--- src/rtl/cpu_io_port.sv ---
// CPU I/O port: buffered output FIFO, one-entry input holding register, run/stop control.
// Optional sticky drop flags on io_err when CPU_IO_ERR_FLAGS_EN is defined.
module cpu_io_port #(
  parameter int DATA_WIDTH = 32,
  parameter int OUT_DEPTH  = 4
) (
  input  logic                  Clock,
  input  logic                  Reset,
  input  logic                  cpu_out_we,
  input  logic [DATA_WIDTH-1:0] cpu_out_data,
  output logic                  cpu_out_stall,
  input  logic                  cpu_in_re,
  output logic [DATA_WIDTH-1:0] cpu_in_data,
  output logic                  cpu_in_valid,
  input  logic                  cpu_halt,
  output logic [DATA_WIDTH-1:0] Output_Data,
  output logic                  out_valid,
  input  logic                  out_ready,
  input  logic [DATA_WIDTH-1:0] Input_Data,
  input  logic                  in_strobe,
  output logic                  in_ack,
  input  logic                  Start,
  input  logic                  Stop,
`ifdef CPU_IO_ERR_FLAGS_EN
  output logic [1:0]            io_err,
`endif
  output logic                  Run
);

  localparam int AW = $clog2(OUT_DEPTH);
  localparam int CW = AW + 1;

  typedef enum logic [1:0] {
    S_HALTED,
    S_RUNNING,
    S_DRAINING
  } state_t;

  logic [DATA_WIDTH-1:0] r_mem [OUT_DEPTH];
  logic [AW-1:0]         r_wptr;
  logic [AW-1:0]         r_rptr;
  logic [CW-1:0]         r_count;
  logic [DATA_WIDTH-1:0] r_head;
  logic [DATA_WIDTH-1:0] r_in_data;
  logic                  r_in_valid;
  logic                  r_in_ack;
  logic                  r_run;
  state_t                r_state;
  state_t                w_state_nx;

  logic                  w_pop;
  logic                  w_push;
  logic                  w_full;
  logic                  w_cap;
  logic [AW-1:0]         w_rptr_nx;
  logic [CW-1:0]         w_remain;

  assign out_valid     = (r_count != '0);
  assign w_full        = (r_count == CW'(OUT_DEPTH));
  assign w_pop         = out_valid & out_ready;
  assign cpu_out_stall = w_full & ~w_pop;
  assign w_push        = cpu_out_we & ~cpu_out_stall;
  assign w_rptr_nx     = w_pop ? r_rptr + AW'(1) : r_rptr;
  assign w_remain      = r_count - CW'(w_pop);
  assign w_cap         = in_strobe & (~r_in_valid | cpu_in_re);

  assign Output_Data   = r_head;
  assign cpu_in_data   = r_in_data;
  assign cpu_in_valid  = r_in_valid;
  assign in_ack        = r_in_ack;
  assign Run           = r_run;

  always_ff @(posedge Clock) begin
    if (w_push) r_mem[r_wptr] <= cpu_out_data;
  end

  // Head is re-registered every cycle; an empty FIFO bypasses the incoming word.
  always_ff @(posedge Clock) begin
    if (Reset) begin
      r_wptr  <= '0;
      r_rptr  <= '0;
      r_count <= '0;
      r_head  <= '0;
    end else begin
      if (w_push) r_wptr <= r_wptr + AW'(1);
      r_rptr  <= w_rptr_nx;
      r_count <= r_count + CW'(w_push) - CW'(w_pop);
      if (w_remain != '0) r_head <= r_mem[w_rptr_nx];
      else if (w_push)    r_head <= cpu_out_data;
    end
  end

  always_ff @(posedge Clock) begin
    if (Reset) begin
      r_in_data  <= '0;
      r_in_valid <= 1'b0;
      r_in_ack   <= 1'b0;
    end else begin
      r_in_ack <= w_cap;
      if (w_cap) begin
        r_in_data  <= Input_Data;
        r_in_valid <= 1'b1;
      end else if (cpu_in_re) begin
        r_in_valid <= 1'b0;
      end
    end
  end

  always_comb begin
    w_state_nx = r_state;
    case (r_state)
      S_HALTED:   if (Start & ~Stop) w_state_nx = S_RUNNING;
      S_RUNNING:  if (Stop | cpu_halt) w_state_nx = S_DRAINING;
      S_DRAINING: if ((r_count == '0) & ~w_push) w_state_nx = S_HALTED;
      default:    w_state_nx = S_HALTED;
    endcase
  end

  always_ff @(posedge Clock) begin
    if (Reset) begin
      r_state <= S_HALTED;
      r_run   <= 1'b0;
    end else begin
      r_state <= w_state_nx;
      r_run   <= (w_state_nx == S_RUNNING);
    end
  end

`ifdef CPU_IO_ERR_FLAGS_EN
  logic [1:0] r_err;
  logic [1:0] w_err_set;
  logic       w_go;

  assign w_err_set = {in_strobe & r_in_valid & ~cpu_in_re,
                      cpu_out_we & cpu_out_stall};
  assign w_go      = (r_state == S_HALTED) & (w_state_nx == S_RUNNING);
  assign io_err    = r_err;

  always_ff @(posedge Clock) begin
    if (Reset) r_err <= 2'b00;
    else       r_err <= (w_go ? 2'b00 : r_err) | w_err_set;
  end
`endif

endmodule

--- config.mk ---
export PLATFORM = sky130hd
export DESIGN_NAME = cpu_io_port
export DESIGN_NICKNAME = d
export VERILOG_FILES = /design/src/rtl/cpu_io_port.sv
export SDC_FILE = /design/constraint.sdc
export NUM_CORES = 1
export LEC_CHECK = 0
export ABC_AREA = 1
export CORE_MARGIN = 4
export CORE_UTILIZATION = 28
export DETAILED_ROUTE_END_ITERATION = 8
export PLACE_DENSITY_LB_ADDON = 0.2
export SYNTH_ARGS = -nofsm -noshare
export SYNTH_HDL_FRONTEND = slang
export SYNTH_SLANG_ARGS = --single-unit
export TNS_END_PERCENT = 5
--- constraint.sdc ---
create_clock -name Clock -period 2.95 [get_ports Clock]
set_input_delay 0.59 -clock Clock [delete_from_list [all_inputs] [get_ports Clock]]
set_output_delay 0.59 -clock Clock [all_outputs]
set_load 0.01 [all_outputs]
==> results.txt <==
Power Density = 958 mW/mm^2
CTS tree = built
post-cts resize count = 0
crit share post-route = 85.9%
Synth top cells by count = 162 x nand3_1, 128 x edfxtp_1, 98 x o21ai_0
FFs w/ async S/R, synth = 0%
final hold vios = 0
complex-gate fraction of the synthesized area = 8.66%
CTS Hold Bufs = 0
total track usage = 13.6%
GR Overflow Total = 0
Routed Antenna Nets = 0
setup repair bufs after CTS = 0
routability cong. = 0.695
TritonRoute pass-1 iters = 4
Finished Layout Cells = 1289
Detailed Place HPWL = 13300 um
diode count = 0
Final Setup Violations = 0
initial core utilization = 28.7%
Synth area leader = edfxtp_1
Syn Inst Count = 753
Inst Count DP = 1245
Worst Setup Start Kind = input port
fin. max-slew vios = 0
critical path data arrival time = 1.94 ns
Worst-Margin Slew = 0.529 ns
I/O pin count = 142
cell row count = 61
syn_area_per_cell = 10.7 um^2
VDD IR-drop max = 891 uV
clock sink count = 204
DR iter-0 viols = 366
Synth top area share = 47.7%
fmax = 394 MHz
initial antenna violation count = 0
clock latency on the worst-skew pair = 0.50 ns
design area = 0.0107 mm^2
Synth Area in XOR/XNOR = 0.217%
final worst clock skew = 0.00546 ns
Area after DPL = 0.00990 mm^2
top-count cell post-synth = nand3_1
Synth Flop Type = edfxtp_1
top post-synthesis cells by area = edfxtp_1 48%, dfxtp_1 19%, nand3_1 10%
Simple-Gate Fraction of Synth Area = 18.1%
EDFF count, synth = 128
Yosys cell types = 26
DIE WIDTH = 178 um
sequential fraction of the synthesis area = 66.6%
largest net degree at the start of global routing = 41
CTS Buf Count = 24
H-tree lvl count = 1
CTS clk-pin slew, worst paths = 0.06 ns
Clock Path Buffers = 3
relative slew slack = 64.7%
die height = 178 um
core area = 0.0281 mm^2
synth warn = 0
Worst Setup Path Type = in2out
outcome = completed
syn nets = 834
Reg2Reg Depth = 10
total die area = 0.0316 mm^2
flops & latches, synth = 204
Hold Crit Class = reg2reg
post-layout minimum cycle time = 2.53 ns
cell area after synthesis = 0.00806 mm^2
Root Driver = clkbuf_16
TNS Setup = 0 ns
number of max-cap violations = 0
layout cells sized above 1 = 8.67%
final wirelength = 22000 um
first-pass GRT wire length = 34100 um
Hold Path Cell Cnt = 2
wire length per cell = 17.0 um
vias in the first global route = 5916
reg-to-reg slack, setup = 0.89 ns
CP Max Fanout = 4
Critical Path RT = 2.36 ns
vias per inst = 4.61
largest family of logic cells by synthesized area = simple AND/OR/NAND/NOR gates
Synth Area in Adders = 1.34%
leakage = 3.88 nW
mux cell area share after synthesis = 0%
RSZ-0062 raised after global routing = no
PortBufs = 141
DR vias = 5943
Area growth, synth to finish = 32.2%
Total Nets Final = 974
DRC = 0
CP endpoint kind = primary output
metrics by stage:
step	setup WS, ns	utilization [%]	hold WS (ns)	power (mW)
finish	0.415	37.9	0.480	10.2
global route	0.326	37.9	0.501	10.9
CTS	0.387	37.9	0.486	10.4
floorplan	0.190	-	0.489	6.14
global placement	0.241	35.3	0.461	7.51
detailed placement	0.184	35.3	0.474	7.52
layout make-up:
| type | instances | area (um^2) |
|---|---|---|
| fillers | 2863 | 17400 |
| flip-flops and latches | 204 | 5370 |
| multi-input cells | 471 | 2310 |
| repair buffers | 168 | 1660 |
| clock buffers | 35 | 683 |
| well taps | 378 | 473 |
| inverters | 24 | 90.1 |
| clock inverters | 9 | 67.6 |
path summary, 6_finish.rpt:
path	from	to
min	cpu_in_data[18]$_SDFFE_PP0P_	cpu_in_data[18]$_SDFFE_PP0P_
min reg2reg	cpu_in_data[18]$_SDFFE_PP0P_	cpu_in_data[18]$_SDFFE_PP0P_
max reg2reg	r_count[0]$_SDFF_PP0_	r_count[2]$_SDFF_PP0_
max	out_ready	cpu_out_stall
critical path, stage by stage:
cell	delay [ns]
clkdlybuf4s50_1	0.50
inv_1	0.09
nand3_1	0.11
inv_1	0.08
clkdlybuf4s50_1	0.57
metal layers:
layer | part of all wire [%] | track usage (%) | routed length, um | up-vias
met5 | 0 | 0 | 0 | -
met4 | 1.1 | 2.26 | 239 | 0
met3 | 7.8 | 4.43 | 1720 | 21
met2 | 46 | 22.1 | 10200 | 161
met1 | 45 | 18.1 | 9800 | 2824
li1 | - | - | - | 2937
registers in the layout, indices dropped and copies added (netlist names):
signal / flops
r_mem: 128
Output_Data: 32
cpu_in_data: 32
r_count: 3
r_rptr: 2
r_state: 2
r_wptr: 2
Run: 1
cpu_in_valid: 1
in_ack: 1
placed cells by master, fill, tap and decap left out, types with 20 or more instances in the layout:
master / Yosys / final
clkbuf_16: 0 / 25
nand3_1: 162 / 162
o21ai_0: 98 / 98
nand2_1: 74 / 73
inv_1: 21 / 20
dfxtp_1: 76 / 76
a21oi_1: 39 / 39
edfxtp_1: 128 / 128
buf_4: 1 / 23
nor2_1: 76 / 72
clkdlybuf4s50_1: 0 / 141
report_power, final:
part	switching, mW	total (mW)	leakage (nW)	internal (mW)
Sequential	0.169	3.59	1.81	3.43
Combinational	2.40	3.81	1.70	1.40
Clock	1.11	2.80	0.373	1.69
Total	3.69	10.2	3.88	6.52
logic make-up (layout without fill, tap and decap cells):
group                    after synthesis  in the layout
AO/OA/AOI/OAI                        139            139
XOR/XNOR                               2              2
adder cells (fa/ha/maj)                8              8
buffers and inverters                 78            236
flip-flops                           204            204
AND/OR/NAND/NOR                      322            322
No activity file was read; power rests on OpenSTA's default activity.
